[src/rtl/alarm_set_multi.sv]
// Multi-channel BCD alarm editor: edits a working copy of one channel
// and commits it atomically when edit mode is left.
module alarm_set_multi #(
   parameter int                      NUM_DIGITS = 4,
   parameter int                      NUM_CH     = 4,
   parameter int                      CH_W       = 2,
   parameter logic [4*NUM_DIGITS-1:0] DIGIT_MAX  = 16'h5959
) (
   input  logic                             clk,
   input  logic                             reset_n,
   input  logic                             edit_en,
   input  logic [CH_W-1:0]                  ch_sel,
   input  logic                             push_u,
   input  logic                             push_d,
   input  logic                             push_l,
   input  logic                             push_r,
   output logic [NUM_DIGITS-1:0]            sel,
   output logic [4*NUM_DIGITS-1:0]          edit_value,
   output logic [NUM_CH*4*NUM_DIGITS-1:0]   alarm_flat,
   output logic [NUM_CH-1:0]                armed,
   output logic                             commit,
   output logic                             editing
);

   localparam int DW    = 4 * NUM_DIGITS;
   localparam int CUR_W = (NUM_DIGITS > 1) ? $clog2(NUM_DIGITS) : 1;
   localparam logic [CUR_W-1:0] CUR_MAX = CUR_W'(NUM_DIGITS - 1);

   typedef enum logic [1:0] {S_IDLE, S_LOAD, S_EDIT, S_COMMIT} state_t;

   state_t                  r_state;
   state_t                  w_next;
   logic [CH_W-1:0]         r_ch;
   logic [CUR_W-1:0]        r_cur;
   logic [NUM_DIGITS-1:0]   r_sel;
   logic [DW-1:0]           r_edit;
   logic [NUM_CH*DW-1:0]    r_alarm;
   logic [NUM_CH-1:0]       r_armed;
   logic                    r_commit;
   logic                    r_editing;

   logic [DW-1:0]           w_load_val;
   logic [DW-1:0]           w_new_edit;
   logic [CUR_W-1:0]        w_new_cur;

   function automatic logic [3:0] digit_inc(input logic [3:0] d, input logic [3:0] mx);
      return (d >= mx) ? 4'd0 : d + 4'd1;
   endfunction

   function automatic logic [3:0] digit_dec(input logic [3:0] d, input logic [3:0] mx);
      return (d == 4'd0) ? mx : d - 4'd1;
   endfunction

   function automatic logic [CUR_W-1:0] cur_left(input logic [CUR_W-1:0] c);
      return (c == CUR_MAX) ? '0 : c + CUR_W'(1);
   endfunction

   function automatic logic [CUR_W-1:0] cur_right(input logic [CUR_W-1:0] c);
      return (c == '0) ? CUR_MAX : c - CUR_W'(1);
   endfunction

   function automatic logic [NUM_DIGITS-1:0] onehot(input logic [CUR_W-1:0] c);
      logic [NUM_DIGITS-1:0] o;
      o = '0;
      for (int i = 0; i < NUM_DIGITS; i++) begin
         o[i] = (c == CUR_W'(i));
      end
      return o;
   endfunction

   // Out-of-range channel requests collapse onto the last real channel
   function automatic logic [CH_W-1:0] clamp_ch(input logic [CH_W-1:0] ch);
      if (int'(ch) >= NUM_CH) return CH_W'(NUM_CH - 1);
      return ch;
   endfunction

   always_ff @(posedge clk or negedge reset_n) begin
      if (!reset_n) r_state <= S_IDLE;
      else          r_state <= w_next;
   end

   always_comb begin
      w_next = r_state;
      case (r_state)
         S_IDLE:   if (edit_en) w_next = S_LOAD;
         S_LOAD:   w_next = S_EDIT;
         S_EDIT:   if (!edit_en) w_next = S_COMMIT;
         S_COMMIT: w_next = S_IDLE;
         default:  w_next = S_IDLE;
      endcase
   end

   // Digit edit uses the pre-move cursor; the move is computed alongside
   always_comb begin
      w_load_val = '0;
      for (int c = 0; c < NUM_CH; c++) begin
         if (r_ch == CH_W'(c)) w_load_val = r_alarm[c*DW +: DW];
      end
      w_new_edit = r_edit;
      if (push_u != push_d) begin
         for (int i = 0; i < NUM_DIGITS; i++) begin
            if (r_cur == CUR_W'(i)) begin
               w_new_edit[4*i +: 4] = push_u ? digit_inc(r_edit[4*i +: 4], DIGIT_MAX[4*i +: 4])
                                             : digit_dec(r_edit[4*i +: 4], DIGIT_MAX[4*i +: 4]);
            end
         end
      end
      w_new_cur = r_cur;
      if (push_l && !push_r)      w_new_cur = cur_left(r_cur);
      else if (push_r && !push_l) w_new_cur = cur_right(r_cur);
   end

   always_ff @(posedge clk or negedge reset_n) begin
      if (!reset_n) begin
         r_ch      <= '0;
         r_cur     <= '0;
         r_sel     <= '0;
         r_edit    <= '0;
         r_alarm   <= '0;
         r_armed   <= '0;
         r_commit  <= 1'b0;
         r_editing <= 1'b0;
      end else begin
         r_commit  <= 1'b0;
         r_editing <= (w_next == S_LOAD) || (w_next == S_EDIT);
         case (r_state)
            S_IDLE: begin
               r_sel <= '0;
               if (edit_en) r_ch <= clamp_ch(ch_sel);
            end
            S_LOAD: begin
               r_edit <= w_load_val;
               r_cur  <= CUR_MAX;
               r_sel  <= onehot(CUR_MAX);
            end
            S_EDIT: begin
               r_edit <= w_new_edit;
               r_cur  <= w_new_cur;
               r_sel  <= onehot(w_new_cur);
            end
            S_COMMIT: begin
               for (int c = 0; c < NUM_CH; c++) begin
                  if (r_ch == CH_W'(c)) begin
                     r_alarm[c*DW +: DW] <= r_edit;
                     r_armed[c]          <= |r_edit;
                  end
               end
               r_commit <= 1'b1;
               r_sel    <= '0;
            end
            default: r_sel <= '0;
         endcase
      end
   end

   assign sel        = r_sel;
   assign edit_value = r_edit;
   assign alarm_flat = r_alarm;
   assign armed      = r_armed;
   assign commit     = r_commit;
   assign editing    = r_editing;

endmodule

[config.mk]
export PLATFORM = sky130hd
export DESIGN_NAME = alarm_set_multi
export DESIGN_NICKNAME = d
export VERILOG_FILES = /design/src/rtl/alarm_set_multi.sv
export SDC_FILE = /design/constraint.sdc
export NUM_CORES = 1
export LEC_CHECK = 0
export ABC_CLOCK_PERIOD_IN_PS = 2400
export BUFFER_PORTS_ARGS = -buffer_cell sky130_fd_sc_hd__clkbuf_2
export CORE_MARGIN = 3
export CORE_UTILIZATION = 46
export CTS_CLUSTER_DIAMETER = 60
export DETAILED_ROUTE_END_ITERATION = 10
export GPL_TIMING_DRIVEN = 0
export PLACE_DENSITY = 0.69
export SLEW_MARGIN = 40
export SYNTH_ARGS = -nofsm -noshare
export SYNTH_HDL_FRONTEND = slang
export SYNTH_SLANG_ARGS = --single-unit
[constraint.sdc]
create_clock -name clk -period 2.4 [get_ports clk]
set_input_delay 0.6 -clock clk [delete_from_list [all_inputs] [get_ports clk]]
set_output_delay 0.6 -clock clk [all_outputs]
set_load 0.02 [all_outputs]
==> flow_summary_export.csv, run 1 <==
group,metric,value,unit
status,outcome,"finished, final reports clean",
timing,relSlewSlack,46.0,%
logic_synthesis,synth-main-ff-cell,"dfrtp_1",
logic_synthesis,syn_avg_cell_area,11.0,µm²
logic_synthesis,synth_enable_flop_cells,0,
placed_design,hpwlAfterDp,10000,µm
worst_hold_path,hold_class,"in2async",
cts,cts_tree,"done",
setup_path,critPathLaunchType,"flop",
finish,layout.nets,589,
cts,clkTransAtPathRegs,0.09,ns
timing,finalSetupViolations,0,
cts,cts_hold_buf,0,
cts,htree_levels,3,
logic_synthesis,ys_ff_latch,96,
die,die_y,110,µm
setup_path,worstSetupPathType,"reg2reg",
global_routing,grt_max_degree,64,
timing,holdWs,0.118,ns
logic_synthesis,yosysWarnings,0,
timing,min_period,2.24,ns
global_routing,grt_usage,24.6,%
placed_design,gp_congestion,0.831,
global_routing,use_met3,4.19,%
setup_path,crit_arrival,2.48,ns
setup_path,reg2reg_to,"armed[0]",
global_routing,met1_usage,33.4,%
finish,n_antenna_cell,0,
routing,drc,0,
setup_path,crit_fanout,8,
finish,post-route-util,56.5,%
cts,cts.sinks,96,
global_routing,use_met2,40.7,%
logic_synthesis,ys_async_sr_fraction,100,%
setup_path,rr_worst_depth,6,
die,core_region_area,10400,µm²
die,ioPinCount,99,
logic_synthesis,synthTopCellsByArea,"dfrtp_1, mux2_2, mux4_2, ha_1, o21ai_0",
logic_synthesis,synth_cells,451,
setup_path,rrSetupSlack,0.16,ns
timing,fin_ws,0.158,ns
timing,fmax,0.446,GHz
die,std_cell_rows,37,
timing,final-hold-violation-count,0,
logic_synthesis,yosysTopAreaCellShare,48.2,%
finish,area_delta_synth_final,18.2,%
logic_synthesis,ys_seq_area_share,48.2,%
logic_synthesis,synth_area,4980,µm²
routing,routed_wl,14300,µm
routing,ant_nets,0,
timing,skew,0.0155,ns
setup_path,worstSetupEndpointType,"flop",
die,start_util,47.8,%
placed_design,place_ws,-0.0127,ns
cts,clock_latency,0.38,ns
cts,cts_buffers,9,
finish,n_fill_cell,900,
placed_design,dp_cells,685,
timing,timing.final.max_slew_violations,0,
routing,avgRoutedWirePerCell,20.4,µm
die,die_area,12100,µm²
die,die_width,110,µm
routing,drt_first_pass_iters,5,
cts,cts_setup_buffers,0,
finish,drive_above_1_share,34.0,%
routing,num_vias,4180,
power_and_ir_drop,finalPower,9.07,mW
timing,worst_slew_pin_slew,0.809,ns
timing,post-route-period-util,93.4,%
global_routing,grt_antenna_before_repair,0,
routing,drt_iter0_drc,279,
finish,layoutNonFillerInstCount,700,
global_routing,grt_pass1_wl,22300,µm
cts,cts_resized,1,
power_and_ir_drop,pwr_density_cell,1540,nW/µm²
global_routing,top_usage_layer,"met2",
power_and_ir_drop,peakVddDrop,0.686,mV
flow_run,maxCapViolCount,0,
logic_synthesis,ys_types,55,
setup_path,reg2reg_from,"edit_value[0]",
placed_design,port_buffers,97,
cts,clockRootBuffer,"clkbuf_8",
cts,cts_buffer_depth,2,
logic_synthesis,syn_nets,481,
global_routing,grt_pass1_vias,4134,
logic_synthesis,yosysTopAreaCell,"dfrtp_1",
power_and_ir_drop,power.leakage,2.79,nW
routing,viasPerCell,5.97,
finish,most-common-layout-cells,"dfrtp_1, clkbuf_2, nand2_1",
setup_path,worstPathRequired,2.64,ns
global_routing,gr-total-overflow,0,
## stage by stage
step           TNS [ns]  instance area (µm²)
6_report              0                 5890
5_1_grt         -0.0120                 5890
4_1_cts               0                 5880
3_5_place_dp    -0.0262                 5670
3_3_place_gp     -43.11                 5640
2_1_floorplan         0                 4980
## state kept, by name (all words and copies together), names as in the netlist
signal / flops
r_cur: 2
editing: 1
r_ch: 2
armed: 4
commit: 1
sel: 4
r_state: 2
edit_value: 16
alarm_flat: 64
## per-layer routing
metal | wire [µm] | up-vias
met5 | 0 | -
met4 | 214 | 0
met3 | 1010 | 22
met2 | 6920 | 175
met1 | 6150 | 2115
li1 | - | 1868
## report_power, final
part	internal, mW	switching [mW]
Combinational	1.94	3.02
Sequential	2.32	0.673
Clock	0.538	0.588
Total	4.79	4.28
## area by class of cell
type                       instances  area, µm²  share of cell area, %
buffer                            28        125                   2.13
clock buffer                      11        151                   2.57
clock inverter                     5       53.8                  0.914
inverter                          19       71.3                   1.21
multi-input combinational        307       2390                   40.6
sequential                        96       2400                   40.8
tap                              136        170                   2.89
timing repair buffer              98        522                   8.86
## synthesized netlist by cell type (7+ instances only)
library cell   n
nand2_1       50
mux2_2        36
ha_1          21
a31oi_1       15
nand3_1        8
a21oi_1       14
inv_1         18
clkbuf_1      17
o21ai_0       45
dfrtp_1       96
nand3b_1       7
buf_2         10
nor2_1        15
mux4_2        16
nand2b_1       7
## critical path, stage by stage, from the launching register on
cell	delay [ns]
dfrtp_1	0.46
inv_1	0.23
ha_1	0.31
nor3b_1	0.39
nand2_1	0.17
nor3_2	0.41
a21oi_1	0.14
## cell families (layout without fill, tap and decap cells)
family,Yosys count,count (layout),synth area share (%)
AOI/OAI and AO/OA,113,113,14.4
xor gates and xnor gates,1,1,0.176
adders and majority gates,21,21,5.28
buffers and inverters,48,161,4.02
DFF,96,96,48.2
muxes,55,55,16.0
and+or+nand+nor,117,117,11.9
## worst max-delay path by stage
| stage | from | endpoint | slack, ns | depth (start not counted) |
|---|---|---|---|---|
| global route | r_state[0] | edit_value[3] | -0.01 | 6 |
| CTS | r_state[0] | edit_value[0] | 0.12 | 8 |
| global placement | reset_n | alarm_flat[62] | -0.46 | 1 |
| finish | edit_value[0] | armed[0] | 0.16 | 6 |
| detailed placement | edit_value[0] | armed[2] | -0.01 | 6 |
| floorplan | edit_value[4] | armed[1] | 0.53 | 5 |
(Power assumes the default switching activity.)
==> inputs of run 2 (changes only) <==
--- a/config.mk
+++ b/config.mk
@@ -8,11 +8,11 @@
 export ABC_CLOCK_PERIOD_IN_PS = 2400
 export BUFFER_PORTS_ARGS = -buffer_cell sky130_fd_sc_hd__clkbuf_2
 export CORE_MARGIN = 3
-export CORE_UTILIZATION = 46
+export CORE_UTILIZATION = 36
 export CTS_CLUSTER_DIAMETER = 60
 export DETAILED_ROUTE_END_ITERATION = 10
 export GPL_TIMING_DRIVEN = 0
-export PLACE_DENSITY = 0.69
+export PLACE_DENSITY_LB_ADDON = 0.3
 export SLEW_MARGIN = 40
 export SYNTH_ARGS = -nofsm -noshare
 export SYNTH_HDL_FRONTEND = slang
==> flow_summary_export.csv, run 2 (synthesized netlist as in run 1, its figures left out) <==
group,metric,value,unit
finish,area_delta_synth_final,20.9,%
timing,worst_slew_pin_slew,0.733,ns
cts,clkTransAtPathRegs,0.07,ns
routing,ant_nets,0,
power_and_ir_drop,peakVddDrop,0.532,mV
setup_path,worstSetupPathType,"reg2reg",
routing,num_vias,4075,
timing,fmax,0.451,GHz
timing,min_period,2.22,ns
power_and_ir_drop,power.leakage,2.82,nW
setup_path,reg2reg_to,"edit_value[7]",
cts,cts_buffers,9,
setup_path,crit_buf_inv,2,
setup_path,critPathLaunchType,"flop",
timing,fin_setup_tns,0,ns
finish,post-route-util,44.9,%
finish,drive_above_1_share,33.7,%
finish,largest_reg_flops,64,
setup_path,crit_arrival,2.45,ns
cts,cts.sinks,96,
die,die_width,124,µm
timing,timing.final.max_slew_violations,0,
die,die_area,15300,µm²
timing,rsz0062_at_grt,"no",
routing,avgRoutedWirePerCell,20.1,µm
global_routing,grt_pass1_vias,4167,
finish,n_fill_cell,1305,
routing,drt_first_pass_iters,5,
timing,final-hold-violation-count,0,
setup_path,path_cells,"inv_1, ha_1, clkbuf_1, a31oi_1, mux2_2",
cts,cts_hold_buf,0,
global_routing,grt_usage,20.0,%
setup_path,rrSetupSlack,0.18,ns
placed_design,port_buffers,97,
setup_path,rr_worst_depth,5,
finish,layoutNonFillerInstCount,740,
flow_run,maxCapViolCount,0,
setup_path,worstPathRequired,2.63,ns
global_routing,grt_antenna_before_repair,0,
setup_path,critPathMaxStageDelay,0.53,ns
finish,seq_area,2400,µm²
power_and_ir_drop,pwr_density_cell,1560,nW/µm²
finish,most-common-layout-cells,"dfrtp_1, clkbuf_2, nand2_1",
global_routing,grt_max_degree,52,
timing,finalSetupViolations,0,
setup_path,crit_slowest_cell,"a31oi_1",
die,std_cell_rows,42,
cts,clockRootBuffer,"clkbuf_16",
placed_design,hpwlAfterDp,10700,µm
global_routing,grt_pass1_wl,23000,µm
finish,layout.nets,589,
timing,post-route-period-util,92.3,%
die,core_region_area,13400,µm²
finish,n_antenna_cell,0,
cts,cts_resized,0,
setup_path,worstSetupEndpointType,"flop",
cts,htree_levels,3,
die,start_util,37.2,%
power_and_ir_drop,finalPower,9.40,mW
setup_path,crit_fanout,10,
placed_design,dp_cells,725,
routing,viasPerCell,5.51,
die,ioPinCount,99,
cts,clock_latency,0.35,ns
finish,multi_input_area,2390,µm²
cts,cts_buffer_depth,2,
cts,cts_setup_buffers,0,
setup_path,reg2reg_from,"r_state[0]",
timing,holdWs,0.192,ns
status,outcome,"finished, final reports clean",
timing,skew,0.00610,ns
global_routing,gr-total-overflow,0,
timing,relSlewSlack,51.1,%
routing,drc,0,
die,die_y,124,µm
cts,cts_tree,"done",
routing,drt_iter0_drc,364,
worst_hold_path,hold_class,"in2async",
setup_path,cp_top_family,"compound AO/OA/AOI/OAI gates",
placed_design,gp_congestion,0.905,
routing,routed_wl,14900,µm
[run 2: through the flow]
step,area (µm²),worst slack [ns]
2_1_floorplan,4980,0.534
3_3_place_gp,5690,-0.480
3_5_place_dp,5720,0.104
4_1_cts,6010,0.0717
5_1_grt,6020,0.0621
6_report,6020,0.185
[run 2: worst max-delay path by stage]
stage / cells after the start / slack [ns] / startpoint / endpoint
after floorplan: 5 / 0.53 / edit_value[4] / armed[1]
after global placement: 1 / -0.48 / reset_n / alarm_flat[46]
after detailed placement: 7 / 0.10 / r_state[0] / edit_value[4]
after CTS: 7 / 0.07 / r_state[0] / edit_value[4]
after global routing: 6 / 0.06 / r_state[0] / edit_value[7]
final: 5 / 0.18 / r_state[0] / edit_value[7]
[run 2: power breakdown]
group          internal [mW]  switching, mW  leakage, nW
sequential              2.32          0.689         1.23
clock                  0.788          0.619        0.139
combinational           1.94           3.04         1.45
total                   5.05           4.35         2.82
[run 2: layout make-up]
type / instances / area share (%)
Timing Repair Buffer: 98 / 8.67
Multi-Input combinational cell: 307 / 39.7
Buffer: 28 / 2.08
Clock inverter: 2 / 0.208
Inverter: 19 / 1.19
Sequential cell: 96 / 39.9
Tap cell: 176 / 3.66
Clock buffer: 14 / 4.55
[run 2: metal layers]
| metal | part of all wire (%) | vias up | track usage, % |
|---|---|---|---|
| li1 | - | 1866 | - |
| met1 | 46 | 2053 | 28.1 |
| met2 | 47 | 144 | 31.4 |
| met3 | 6.0 | 12 | 4.31 |
| met4 | 1.1 | 0 | 5.54 |
| met5 | 0 | - | 0 |
==> inputs of run 3 (changes only) <==
--- a/config.mk
+++ b/config.mk
@@ -5,6 +5,7 @@
 export SDC_FILE = /design/constraint.sdc
 export NUM_CORES = 1
 export LEC_CHECK = 0
+export ABC_AREA = 1
 export ABC_CLOCK_PERIOD_IN_PS = 2400
 export BUFFER_PORTS_ARGS = -buffer_cell sky130_fd_sc_hd__clkbuf_2
 export CORE_MARGIN = 3
==> flow_summary_export.csv, run 3 <==
group,metric,value,unit
status,outcome,"finished, final reports clean",
cts,cts_buffer_depth,2,
setup_path,crit_arrival,2.17,ns
cts,cts_setup_buffers,0,
placed_design,dpl-instance-area,5830,µm²
placed_design,place_ws,0.459,ns
finish,most-common-layout-cells,"nand2_1, clkbuf_2, dfrtp_1",
logic_synthesis,syn_avg_cell_area,7.77,µm²
routing,ant_nets,0,
timing,worst_slew_pin_slew,0.548,ns
setup_path,worstPathRequired,2.64,ns
timing,fmax,0.518,GHz
logic_synthesis,syn_nets,684,
die,ioPinCount,99,
setup_path,worstSetupEndpointType,"flop",
global_routing,grt_pass1_wl,25600,µm
power_and_ir_drop,finalPower,9.37,mW
cts,clkTransAtPathRegs,0.07,ns
cts,clock_latency,0.35,ns
finish,seq_area,2400,µm²
cts,cts_tree,"done",
global_routing,grt_pass1_vias,4695,
setup_path,critPathLaunchType,"flop",
logic_synthesis,netlist_top_cells_count,"nand2_1, dfrtp_1, nand3_1",
setup_path,worstSetupPathType,"reg2reg",
power_and_ir_drop,peakVddDrop,0.762,mV
finish,drive_above_1_share,20.7,%
cts,clockRootBuffer,"clkbuf_16",
timing,skew,0.00860,ns
die,die_y,125,µm
routing,drt_iter0_drc,352,
setup_path,crit_fanout,10,
die,die_area,15600,µm²
logic_synthesis,ys_ff_latch,96,
placed_design,port_buffers,98,
timing,rsz0062_at_grt,"no",
timing,post-route-period-util,80.4,%
logic_synthesis,synthTopCellsByArea,"dfrtp_1, nand2_1, nand3_1, o21ai_1, ha_1",
finish,final_common_cell,"nand2_1",
worst_hold_path,hold_class,"in2async",
timing,fin_ws,0.471,ns
timing,timing.final.max_slew_violations,0,
cts,cts_buffers,9,
finish,largest_reg_flops,64,
finish,layout.nets,794,
logic_synthesis,yosysWarnings,0,
logic_synthesis,yosysTopAreaCellShare,47.3,%
routing,viasPerCell,5.17,
logic_synthesis,yosys.cell_count.top_type,"nand2_1",
routing,drt_first_pass_iters,6,
timing,relSlewSlack,63.5,%
routing,routed_wl,15800,µm
routing,num_vias,4886,
die,std_cell_rows,42,
cts,htree_levels,3,
global_routing,grt_antenna_before_repair,0,
logic_synthesis,synth_enable_flop_cells,0,
routing,avgRoutedWirePerCell,16.7,µm
logic_synthesis,synth_area,5080,µm²
cts,cts_hold_buf,0,
finish,area_delta_synth_final,20.9,%
logic_synthesis,synth_cells,654,
logic_synthesis,synth-main-ff-cell,"dfrtp_1",
placed_design,hpwlAfterDp,11800,µm
power_and_ir_drop,power.leakage,3.14,nW
cts,cts.sinks,96,
logic_synthesis,ys_seq_area_share,47.3,%
global_routing,grt_usage,20.8,%
die,die_width,125,µm
logic_synthesis,yosysTopAreaCell,"dfrtp_1",
die,core_region_area,13500,µm²
global_routing,grt_max_degree,54,
timing,final-hold-violation-count,0,
finish,design_area,6140,µm²
cts,cts_resized,0,
flow_run,maxCapViolCount,0,
global_routing,gr-total-overflow,0,
timing,min_period,1.93,ns
placed_design,gp_congestion,0.877,
timing,finalSetupViolations,0,
power_and_ir_drop,pwr_density_cell,1530,nW/µm²
die,start_util,37.6,%
timing,holdWs,0.176,ns
finish,n_fill_cell,1366,
finish,multi_input_area,2280,µm²
logic_synthesis,ys_async_sr_fraction,100,%
logic_synthesis,ys_types,27,
finish,n_antenna_cell,0,
routing,drc,0,
[run 3: cell types whose count changed in the layout (fill, tap and decap cells not counted), moves of 7 or more]
cell | previous run | this run
nand4_1 | 1 | 17
inv_2 | 0 | 11
o21ai_0 | 45 | 35
mux2_2 | 36 | 1
inv_1 | 18 | 56
nand2_1 | 50 | 199
clkbuf_1 | 18 | 5
mux4_2 | 16 | 0
nand3_1 | 8 | 64
buf_2 | 10 | 19
nand2b_1 | 7 | 0
a31oi_1 | 14 | 1
nor2_1 | 15 | 30
o21ai_1 | 0 | 57
[run 3: stage by stage]
step	std cells	util, %	setup TNS (ns)
after floorplan	654	-	0
after global placement	928	42.9	-49.73
after detailed placement	929	43.1	0
after CTS	945	45.5	0
after global routing	945	45.5	0
final	945	45.5	0
[run 3: area by class of cell]
cell class | instances | share of cell area, %
clock inverter | 6 | 1.20
tap | 176 | 3.59
inverter | 67 | 4.10
clock buffer | 10 | 3.89
sequential | 96 | 39.1
timing repair buffer | 99 | 8.58
multi-input combinational | 463 | 37.2
buffer | 28 | 2.28
[run 3: cells by family (layout without fill, tap and decap cells)]
group                      Yosys count  count (layout)  share of synthesized area [%]
AOI/OAI and AO/OA                  115             115                           11.6
xor gates and xnor gates             3               3                          0.517
adders and majority gates           21              21                           5.17
and+or+nand+nor                    322             322                           27.2
muxes                                2               2                          0.517
DFF                                 96              96                           47.3
buffers and inverters               95             210                           7.71
[run 3: per-layer routing]
metal	GRT usage, %	vias up	share of wire [%]
met3	4.55	24	6.5
li1	-	2361	-
met5	0	-	0
met4	6.38	0	2.4
met1	29.7	2315	46
met2	31.4	186	45
[run 3: final timing paths]
kind,start,end,slack [ns],cells past startpoint
setup reg to reg,r_state[0],edit_value[5],0.47,9
hold / removal,reset_n,alarm_flat[25],0.18,1
setup / recovery,r_state[0],edit_value[5],0.47,9
min in group clk,ch_sel[0],r_ch[0],0.50,3
hold reg to reg,armed[1],armed[1],0.51,2
max in group asynchronous,reset_n,r_state[0],1.64,2
[run 3: power by group]
group          switching (mW)  internal [mW]
Sequential              0.690           2.30
Clock                   0.662          0.851
Combinational            3.33           1.54
[run 3: critical path, stage by stage, from the launching register on]
cell and delay [ns]:
dfrtp_1 0.43, inv_1 0.12, ha_1 0.22, inv_1 0.11, clkbuf_1 0.45, o21ai_1 0.19, inv_1 0.09, nand4_1 0.08
nand3_1 0.09, nand2_1 0.04
